<file path="config.mk">
export PLATFORM = sky130hd
export DESIGN_NAME = checksum_arbiter_flat
export DESIGN_NICKNAME = d
export VERILOG_FILES = /design/src/rtl/checksum_arbiter_pkg.sv /design/src/rtl/checksum_arbiter_if.sv /design/src/rtl/checksum_arbiter_incr_core.sv /design/src/rtl/checksum_arbiter.sv /design/src/flat_wrapper.sv
export SDC_FILE = /design/constraint.sdc
export NUM_CORES = 1
export LEC_CHECK = 0
export BUFFER_PORTS_ARGS = -buffer_cell sky130_fd_sc_hd__buf_2
export CORE_ASPECT_RATIO = 0.9
export CORE_UTILIZATION = 35
export CTS_CLUSTER_DIAMETER = 50
export DETAILED_ROUTE_END_ITERATION = 7
export GPL_TIMING_DRIVEN = 0
export SYNTH_ARGS = -nofsm -noshare
export SYNTH_HDL_FRONTEND = slang
export SYNTH_SLANG_ARGS = --single-unit
</file>
<file path="constraint.sdc">
create_clock -name CLK -period 9.36 [get_ports CLK]
set_input_delay 0.468 -clock CLK [delete_from_list [all_inputs] [get_ports CLK]]
set_output_delay 0.468 -clock CLK [all_outputs]
set_load 0.005 [all_outputs]
</file>
<file path="src/rtl/checksum_arbiter_pkg.sv">
// Shared types and constants for the incremental IPv4 checksum arbiter.
package checksum_arbiter_pkg;

   localparam int CSUM_W_C = 16;
   localparam int DSCP_W_C = 6;

   typedef enum logic [1:0] {
      CA_IDLE = 2'd0,
      CA_CALC = 2'd1,
      CA_RESP = 2'd2
   } csum_arb_states_e;

endpackage

</file>
<file path="src/rtl/checksum_arbiter_if.sv">
// Request/grant bundle between header-creator lanes and the shared checksum engine.
interface checksum_arbiter_if
   import checksum_arbiter_pkg::*;
#(
   parameter int NUM_REQ = 4,
   parameter int CSUM_W  = CSUM_W_C,
   parameter int DSCP_W  = DSCP_W_C
);
   localparam int IDX_W = $clog2(NUM_REQ);

   logic [NUM_REQ-1:0]        req_i;
   logic [NUM_REQ*CSUM_W-1:0] old_checksum_i;
   logic [NUM_REQ*DSCP_W-1:0] old_dscp_i;
   logic [NUM_REQ*DSCP_W-1:0] new_dscp_i;
   logic [NUM_REQ-1:0]        gnt_o;
   logic [CSUM_W-1:0]         new_checksum_o;
   logic                      busy_o;
   logic [IDX_W-1:0]          owner_o;

   modport master (
      output req_i, old_checksum_i, old_dscp_i, new_dscp_i,
      input  gnt_o, new_checksum_o, busy_o, owner_o
   );

   modport slave (
      input  req_i, old_checksum_i, old_dscp_i, new_dscp_i,
      output gnt_o, new_checksum_o, busy_o, owner_o
   );

endinterface

</file>
<file path="src/rtl/checksum_arbiter_incr_core.sv">
// RFC1624 incremental checksum update for a DSCP rewrite, fixed 2-cycle latency.
module checksum_incr_core
   import checksum_arbiter_pkg::*;
#(
   parameter int CSUM_W = CSUM_W_C,
   parameter int DSCP_W = DSCP_W_C
) (
   input  logic              clk,
   input  logic              rst_n,
   input  logic              in_valid,
   input  logic [CSUM_W-1:0] hc,
   input  logic [DSCP_W-1:0] old_dscp,
   input  logic [DSCP_W-1:0] new_dscp,
   output logic              out_valid,
   output logic [CSUM_W-1:0] result
);

   logic [CSUM_W-1:0] m_s;
   logic [CSUM_W-1:0] mp_s;
   logic [CSUM_W+1:0] sum_r;
   logic [CSUM_W:0]   s1_s;
   logic [CSUM_W-1:0] s2_s;
   logic              calc_valid_r;
   logic              out_valid_r;
   logic [CSUM_W-1:0] result_r;

   // DSCP sits in TOS bits [7:2]; version/IHL and ECN cancel out of the delta.
   assign m_s  = CSUM_W'({old_dscp, 2'b00});
   assign mp_s = CSUM_W'({new_dscp, 2'b00});

   // Two end-around-carry folds of the 18-bit one's-complement sum.
   assign s1_s = {1'b0, sum_r[CSUM_W-1:0]} + {{(CSUM_W-1){1'b0}}, sum_r[CSUM_W+1:CSUM_W]};
   assign s2_s = s1_s[CSUM_W-1:0] + {{(CSUM_W-1){1'b0}}, s1_s[CSUM_W]};

   // Stage 1 captures the raw sum, stage 2 the folded and inverted result.
   always_ff @(posedge clk or negedge rst_n) begin
      if (!rst_n) begin
         sum_r        <= '0;
         calc_valid_r <= 1'b0;
         out_valid_r  <= 1'b0;
         result_r     <= '0;
      end else begin
         calc_valid_r <= in_valid;
         out_valid_r  <= calc_valid_r;
         if (in_valid) begin
            sum_r <= {2'b00, ~hc} + {2'b00, ~m_s} + {2'b00, mp_s};
         end else begin
            sum_r <= sum_r;
         end
         if (calc_valid_r) begin
            result_r <= ~s2_s;
         end else begin
            result_r <= result_r;
         end
      end
   end

   assign out_valid = out_valid_r;
   assign result    = result_r;

endmodule

</file>
<file path="src/rtl/checksum_arbiter.sv">
// Round-robin arbiter sharing one incremental checksum engine among NUM_REQ lanes.
module checksum_arbiter
   import checksum_arbiter_pkg::*;
#(
   parameter int NUM_REQ = 4,
   parameter int CSUM_W  = CSUM_W_C,
   parameter int DSCP_W  = DSCP_W_C,
   localparam int IDX_W  = $clog2(NUM_REQ)
) (
   input  logic               CLK,
   input  logic               reset,
   checksum_arbiter_if.slave  bus
);

   csum_arb_states_e  state_r;
   logic [IDX_W-1:0]  rr_ptr_r;
   logic [IDX_W-1:0]  owner_r;
   logic [NUM_REQ-1:0] gnt_r;
   logic              busy_r;
   logic [IDX_W-1:0]  win_idx_s;
   logic              win_found_s;
   logic              core_in_valid_s;
   logic              core_out_valid_s;
   logic [CSUM_W-1:0] core_result_s;
   logic [CSUM_W-1:0] hc_arr_s   [NUM_REQ];
   logic [DSCP_W-1:0] odscp_arr_s[NUM_REQ];
   logic [DSCP_W-1:0] ndscp_arr_s[NUM_REQ];

   for (genvar g = 0; g < NUM_REQ; g++) begin : g_unpack
      assign hc_arr_s[g]    = bus.old_checksum_i[g*CSUM_W +: CSUM_W];
      assign odscp_arr_s[g] = bus.old_dscp_i[g*DSCP_W +: DSCP_W];
      assign ndscp_arr_s[g] = bus.new_dscp_i[g*DSCP_W +: DSCP_W];
   end

   // Scanning offsets from high to low leaves the nearest set bit at/after ptr.
   function automatic logic [IDX_W:0] rr_pick(input logic [NUM_REQ-1:0] req,
                                              input logic [IDX_W-1:0]   ptr);
      logic [IDX_W:0]   res;
      logic [IDX_W-1:0] k;
      res = '0;
      k   = '0;
      for (int i = NUM_REQ - 1; i >= 0; i--) begin
         k = IDX_W'((int'(ptr) + i) % NUM_REQ);
         if (req[k]) begin
            res = {1'b1, k};
         end else begin
            res = res;
         end
      end
      return res;
   endfunction

   assign {win_found_s, win_idx_s} = rr_pick(bus.req_i, rr_ptr_r);
   assign core_in_valid_s = (state_r == CA_IDLE) && win_found_s;

   checksum_incr_core #(
      .CSUM_W (CSUM_W),
      .DSCP_W (DSCP_W)
   ) u_core (
      .clk       (CLK),
      .rst_n     (reset),
      .in_valid  (core_in_valid_s),
      .hc        (hc_arr_s[win_idx_s]),
      .old_dscp  (odscp_arr_s[win_idx_s]),
      .new_dscp  (ndscp_arr_s[win_idx_s]),
      .out_valid (core_out_valid_s),
      .result    (core_result_s)
   );

   // Arbitration FSM: capture winner, wait out the engine, pulse its grant.
   always_ff @(posedge CLK or negedge reset) begin
      if (!reset) begin
         state_r  <= CA_IDLE;
         rr_ptr_r <= '0;
         owner_r  <= '0;
         gnt_r    <= '0;
         busy_r   <= 1'b0;
      end else begin
         case (state_r)
            CA_IDLE: begin
               gnt_r <= '0;
               if (win_found_s) begin
                  owner_r <= win_idx_s;
                  busy_r  <= 1'b1;
                  state_r <= CA_CALC;
               end else begin
                  busy_r  <= 1'b0;
                  state_r <= CA_IDLE;
               end
            end
            CA_CALC: begin
               gnt_r   <= {{(NUM_REQ-1){1'b0}}, 1'b1} << owner_r;
               busy_r  <= 1'b1;
               state_r <= CA_RESP;
            end
            CA_RESP: begin
               gnt_r    <= '0;
               busy_r   <= 1'b0;
               rr_ptr_r <= (owner_r == IDX_W'(NUM_REQ - 1)) ? '0 : owner_r + 1'b1;
               state_r  <= CA_IDLE;
            end
            default: begin
               gnt_r   <= '0;
               busy_r  <= 1'b0;
               state_r <= CA_IDLE;
            end
         endcase
      end
   end

   // Grant and engine result are both registered on the same edge.
   assign bus.gnt_o          = gnt_r & {NUM_REQ{core_out_valid_s}};
   assign bus.new_checksum_o = core_result_s;
   assign bus.busy_o         = busy_r;
   assign bus.owner_o        = owner_r;

endmodule

</file>
<file path="src/flat_wrapper.sv">
// flat-port wrapper written by rule: the top's interface ports become plain ports
module checksum_arbiter_flat import checksum_arbiter_pkg::*;
#(
   parameter int NUM_REQ = 4,
   parameter int CSUM_W  = CSUM_W_C,
   parameter int DSCP_W  = DSCP_W_C,
   localparam int IDX_W  = $clog2(NUM_REQ)
)
  (CLK, reset, bus_req_i, bus_old_checksum_i, bus_old_dscp_i, bus_new_dscp_i, bus_gnt_o, bus_new_checksum_o, bus_busy_o, bus_owner_o);
  checksum_arbiter_if #(.NUM_REQ(NUM_REQ), .CSUM_W(CSUM_W), .DSCP_W(DSCP_W)) bus_i ();
  input  logic CLK;
  input  logic reset;
  input wire logic [$bits(bus_i.req_i)-1:0] bus_req_i;
  input wire logic [$bits(bus_i.old_checksum_i)-1:0] bus_old_checksum_i;
  input wire logic [$bits(bus_i.old_dscp_i)-1:0] bus_old_dscp_i;
  input wire logic [$bits(bus_i.new_dscp_i)-1:0] bus_new_dscp_i;
  output wire logic [$bits(bus_i.gnt_o)-1:0] bus_gnt_o;
  output wire logic [$bits(bus_i.new_checksum_o)-1:0] bus_new_checksum_o;
  output wire logic [$bits(bus_i.busy_o)-1:0] bus_busy_o;
  output wire logic [$bits(bus_i.owner_o)-1:0] bus_owner_o;
  assign bus_i.req_i = bus_req_i;
  assign bus_i.old_checksum_i = bus_old_checksum_i;
  assign bus_i.old_dscp_i = bus_old_dscp_i;
  assign bus_i.new_dscp_i = bus_new_dscp_i;
  assign bus_gnt_o = bus_i.gnt_o;
  assign bus_new_checksum_o = bus_i.new_checksum_o;
  assign bus_busy_o = bus_i.busy_o;
  assign bus_owner_o = bus_i.owner_o;
  checksum_arbiter #(.NUM_REQ(NUM_REQ), .CSUM_W(CSUM_W), .DSCP_W(DSCP_W)) u_core (.CLK(CLK), .reset(reset), .bus(bus_i));
endmodule
</file>
After elaboration in Yosys (flattened, before gate mapping). Index checks and enable logic that the tools add are counted.

Bits in registers: 47. Bits in latches: 0. Bits in writable memories: 0. Bits in read-only memories: 0. Output and inout port bits: 23. Logic and storage cells: 61. Memories: 0.

Add/subtract/negate cells: 8. Multipliers: 0. Div/mod/pow operators: 0. $lt $le $gt $ge: 5. Equality and inequality tests: 3. Shift-type cells: 1. Muxes and demuxes: 27. Bitwise logic cells: 5. Reductions and logical operators: 3.

Operators by type and width (number): $bmux W16 S2 (1); $mux W16 (2); $not A16 Y16 (2); $bmux W6 S2 (2); $mux W6 (4); $add A17 B8 Y18 (1); $add A16 B16 Y17 (1); $add A16 B2 Y17 (1); $add A16 B1 Y16 (1); $not A8 Y16 (1); $lt A2 B3 Y1 const B (4); $mux W3 (4); $bmux W1 S2 (4); $mux W1 (6); $add A2 B1 Y2 const B (2); $add A2 B2 Y2 const B (2); $and A4 B4 Y4 (1); $eq A2 B2 Y1 const B (2); $mux W4 (1); $pmux W2 S2 (1); $shl A1 B2 Y4 const A (1); $ge A3 B3 Y1 const B (1); $not A2 Y3 (1); $eq A2 B1 Y1 const B (1); other kinds (5) (5).

Longest topological paths before layout.
Depth after elaboration: 14. Mapped depth: 19.

Modules after synthesis. From an unflattened synthesis, not the netlist that was laid out.

Cells, all modules: 467. Area, all modules: 4433.0 µm².

By module, submodules not included: checksum_incr_core (instances 1, cells an instance 325, area an instance 2931.6 µm², seq. area each 900.9 µm²); checksum_arbiter (instances 1, cells an instance 142, area an instance 1501.4 µm², seq. area each 275.3 µm²).

Worst setup path before layout. OpenSTA, ideal clock, no wires.

Kind: input to register. From: in bus_req_i[0]. To: reg u_core.u_core.sum_r[16]. Library setup time: 136 ps. Arrival time: 4320 ps. Required time: 9224 ps. Setup slack: 4904 ps. Stages on the path: 17. Path through: nor2b_1 a211o_1 a21oi_1 buf_2 clkbuf_1 buf_1 a21oi_1 fa_1 inv_1 ha_1 a211oi_1 o21ai_0 a21o_1 nor2b_1 a311oi_1 xor2_1 o21ai_0.

Longest elaborated chain between the ends: 13. Elaborated cells on any way between the ends: 27. Those cells by class: 2 x add/sub; 21 x mux; 3 x bitwise; 1 x reduce/logical.

Ends and longest elaborated chain: from (decl) (line flat_wrapper.sv:13) `input wire logic [$bits(bus_i.req_i)-1:0] bus_req_i;`; $bmux W1 S2 (line checksum_arbiter.sv:44) `if (req[k]) begin`; $mux W1 (not written as such) (line checksum_arbiter.sv:44); $mux W3 (3 in a row) (line checksum_arbiter.sv:44); $mux W3 * (line checksum_arbiter.sv:44); $not A2 Y3 (not written as such) (line checksum_arbiter.sv:63, checksum_arbiter.sv:64, checksum_arbiter.sv:65); $bmux W16 S2 / $bmux W6 S2 (equally long branches) (line checksum_arbiter.sv:63, checksum_arbiter.sv:64); $mux W16 (not written as such) / $mux W6 (equally long branches) (2 in a row) (line checksum_arbiter.sv:63, checksum_arbiter.sv:64); $not A16 Y16 / $not A8 Y16 (equally long branches) (line checksum_arbiter_incr_core.sv:46) `sum_r <= {2'b00, ~hc} + {2'b00, ~m_s} + {2'b00, mp_s};`; $add A16 B16 Y17 (line checksum_arbiter_incr_core.sv:46); $add A17 B8 Y18 (line checksum_arbiter_incr_core.sv:46); to (signal assigned) (line checksum_arbiter_incr_core.sv:46); to (signal assigned) (line checksum_arbiter_incr_core.sv:48) `sum_r <= sum_r;`; to (decl) (line checksum_arbiter_incr_core.sv:20) `logic [CSUM_W+1:0] sum_r;`.

Mark *: on every way between the ends. The rest lies on a longest branch, timed or not. The select of a mux whose other input is x is not followed. A chain may end at the register's enable or synchronous reset.

Worst setup path after layout.
From: reg u_core.rr_ptr_r[0]. To: reg u_core.u_core.sum_r[16].

Longest elaborated chain between the ends: 14. Elaborated cells on any way between the ends: 30. Those cells by class: 5 x add/sub; 21 x mux; 3 x bitwise; 1 x reduce/logical.

Ends and longest elaborated chain: from (decl) (line checksum_arbiter.sv:16) `logic [IDX_W-1:0] rr_ptr_r;`; from (signal assigned) (line checksum_arbiter.sv:99) `rr_ptr_r <= (owner_r == IDX_W'(NUM_REQ - 1)) ? '0 : owner_r + 1'b1;`; $add A2 B2 Y2 (line checksum_arbiter.sv:43) `k = IDX_W'((int'(ptr) + i) % NUM_REQ);`; $bmux W1 S2 (line checksum_arbiter.sv:44); $mux W1 (not written as such) (line checksum_arbiter.sv:44); $mux W3 (3 in a row) (line checksum_arbiter.sv:44); $mux W3 * (line checksum_arbiter.sv:44); $not A2 Y3 (not written as such) (line checksum_arbiter.sv:63, checksum_arbiter.sv:64, checksum_arbiter.sv:65); $bmux W16 S2 / $bmux W6 S2 (equally long branches) (line checksum_arbiter.sv:63, checksum_arbiter.sv:64); $mux W16 (not written as such) / $mux W6 (equally long branches) (2 in a row) (line checksum_arbiter.sv:63, checksum_arbiter.sv:64); $not A16 Y16 / $not A8 Y16 (equally long branches) (line checksum_arbiter_incr_core.sv:46); $add A16 B16 Y17 (line checksum_arbiter_incr_core.sv:46); $add A17 B8 Y18 (line checksum_arbiter_incr_core.sv:46).

Marked as above.

==> results.tsv <==
metric	value	unit
FP Rows	38	
Yosys cell types	56	
first-pass iteration count of the detailed router	4	
max-cap violations	0	
gr busiest metal	met2	
CP max stage delay	610	ps
Post-Place Worst Slack	3980	ps
CTS Hold Bufs	0	
post-cts sizing count	0	
CTS clk-pin slew, worst paths	60	ps
top cells by area, synth	dfrtp_1 (27%), mux2i_1 (8.8%), ha_1 (7.0%), mux2_2 (5.0%), a21oi_1 (4.2%)	
CTS buffer count	5	
CP required	9510	ps
Port Buffers	140	
H-tree depth	2	
DR vias	4111	
CP Capture Type	flip-flop	
sequential-to-total area share from yosys stat	26.8	%
GRT overflow	0	
switching pwr	1.05	mW
met3 usage in global routing	2.34	%
synthesized area	4300	um2
starting density of the core	35.7	%
Synth warnings	0	
slew margin rel.	34.1	%
DIE AREA	12700	um2
Vias/cell	5.04	
M2 GR Usage	33.8	%
Slew @ Worst Pin	989	ps
Worst Path Arrival	5220	ps
Internal	1.08	mW
gp weighted congestion	0.875	
Mapped Cells	507	
post-DP HPWL	9.54	mm
CTS Sinks	46	
Worst-Skew Late Latency	280	ps
Antenna Nets Post-Route	0	
post-synth top area cell	dfrtp_1	
Die Y	107	um
CP Max Fanout	10	
Setup WS post-layout	4290	ps
Setup Fix Bufs, Post-CTS	0	
status	complete, no violations	
post-route clock period utilization	54.2	%
first-pass GRT wire length	19.1	mm
sw frac	49.3	%
final slew viol count	0	
DRC errors left	0	
ys flop type	dfrtp_1	
Tmin final	5070	ps
Mapped Avg Cell Area	8.48	um2
Initial DRC Count	131	
VDD IR max	0.146	mV
Worst Hold Class	in -> async	
Final Hold Violating Endpoints	0	
area grow syn2layout	24.8	%
post-synthesis async set-or-reset flop share	100	%
Net Count, Synth	657	
Logic pwr share	72.9	%
startpoint types	flip-flop	
initial antenna violation count	0	
Final #Nets	804	
setup violators final	0	
Sequential Power Share	17.9	%
Diodes inserted	0	
met1 usage in global routing	23.5	%
clock network fraction of total power	9.2	%
pin count of the biggest net entering global routing	47	
fmax	197	MHz
# IOs	141	
area of the core	12000	um2
CP max-delay cell	fa_1	
share of cells above drive strength 1	27.8	%
vias in the first global route	4040	
most common cell in the netlist	dfrtp_1	
top-area cell type share of the netlist area	26.8	%
Post-synth EDFFs	0	
worst-path cell chain	nor2b_1, a211o_1, a21oi_1, buf_2, clkbuf_1, buf_1, a21oi_1, fa_1, inv_1, ha_1, a211oi_1, o21ai_0, a21o_1, nor2b_1, a311oi_1, xor2_1, o21ai_0	
most frequent cells after synthesis	dfrtp_1 (46), nand2_1 (43), inv_1 (38), mux2i_1 (38), nor2_1 (37)	
Die X	119	um
RSZ-0062 raised after global routing	false	
gr usage total	18.6	%
Setup TNS	0	ps
TritonCTS clock tree	built	
Clock Skew	4.97	ps
Routed WL	11.3	mm
critical path class	reg -> reg	
CTS max path bufs	2	
WL per Instance	13.8	um
Yosys reg bits	46	
Leak	2.52	nW
CTS root buf	clkbuf_16	
PD cells	397	nW/um2
## kinds of logic after synthesis
| family | after synthesis | share of synthesized area, % |
|---|---|---|
| AND/OR/NAND/NOR | 152 | 18.7 |
| AO/OA/AOI/OAI | 126 | 18.3 |
| buffers and inverters | 65 | 5.82 |
| multiplexers | 57 | 13.8 |
| flip-flops | 46 | 26.8 |
| adder cells (fa/ha/maj) | 32 | 10.7 |
| XOR/XNOR | 29 | 5.91 |
## power groups by stage
stage	combinational (mW)	sequential (mW)	clock (mW)
global route	1.76	0.400	0.209
global placement	1.51	0.381	0
CTS	1.56	0.383	0.200
finish	1.55	0.382	0.195
detailed placement	1.55	0.386	0
floorplan	1.18	0.370	0
## worst max-delay path: cells and delay by family (launching register included)
kind	cells	cell delay (ps)
buf+inv	4	1220
flops	1	400
xor+xnor	1	200
compound gates	8	1960
fa+ha+maj	2	910
simple gates	2	230
## layout make-up
type	instances	area [um2]
buffer	26	104
clock buffer	5	125
clock inverter	3	40.0
fill	1232	6660
inverter	39	146
multi-input combinational	396	2900
sequential	46	1150
tap	160	200
timing repair buffer	140	701
## layout by cell type (no fill, tap or decap), drive strengths merged, types with 2 or more instances in the layout
cell type / count
and4: 3
inv: 38
a21o: 6
clkinv: 3
a21oi: 36
nand3: 7
a2111oi: 2
o21ai: 36
and3: 4
xnor2: 12
dfrtp: 46
and2: 9
ha: 24
nand2: 43
a211oi: 20
nor2: 37
or3: 2
o311ai: 2
a211o: 3
nand4: 9
clkbuf: 23
o31a: 2
xor2: 17
o221ai: 2
nor3: 3
mux2: 19
nor4: 6
nor2b: 16
buf: 148
fa: 8
or2: 2
mux2i: 38
nand3b: 4
o21bai: 3
nand2b: 3
a31oi: 3
o31ai: 3
## per-layer routing
metal  part of all wire, %  vias to the layer above  routed length [um]
met3                   4.5                        9                 505
met1                    46                     1874                5210
met5                     0                        -                   0
met4                  0.98                        0                 111
li1                      -                     2096                   -
met2                    48                      132                5450
## path summary, 6_finish.rpt
check | to | startpoint | cells after the start | slack, ps
max | u_core.u_core.sum_r[16]$_DFFE_PN0P_ | u_core.rr_ptr_r[0]$_DFFE_PN0N_ | 17 | 4290
min | u_core.u_core.result[1]$_DFFE_PN0P_ | reset | 1 | 350
max reg2reg | u_core.u_core.sum_r[16]$_DFFE_PN0P_ | u_core.rr_ptr_r[0]$_DFFE_PN0N_ | 17 | 4290
min reg2reg | u_core.u_core.out_valid$_DFF_PN0_ | u_core.state_r[0]$_DFF_PN0_ | 0 | 380
max in group asynchronous | u_core.u_core.sum_r[13]$_DFFE_PN0P_ | reset | 1 | 8400
min in group CLK | u_core.u_core.out_valid$_DFF_PN0_ | u_core.state_r[0]$_DFF_PN0_ | 0 | 380
## sequential cells by signal, summed over array words and instances, names as in the netlist
| register | flops |
|---|---|
| u_core.gnt_r | 4 |
| u_core.bus.owner_o | 2 |
| u_core.u_core.out_valid | 1 |
| u_core.u_core.sum_r | 18 |
| u_core.bus.busy_o | 1 |
| u_core.state_r | 2 |
| u_core.rr_ptr_r | 2 |
| u_core.u_core.result | 16 |
## metrics by stage
stage	util, %	area (um2)	hold WS, ps	power, mW	std cells
after detailed placement	43.2	5200	368	1.93	807
after CTS	44.6	5370	377	2.14	815
final	44.6	5370	353	2.13	815
after global routing	44.6	5370	396	2.37	815
after global placement	43.2	5200	364	1.89	807
after floorplan	-	4300	172	1.55	507
No activity file was read; power rests on OpenSTA's default activity.
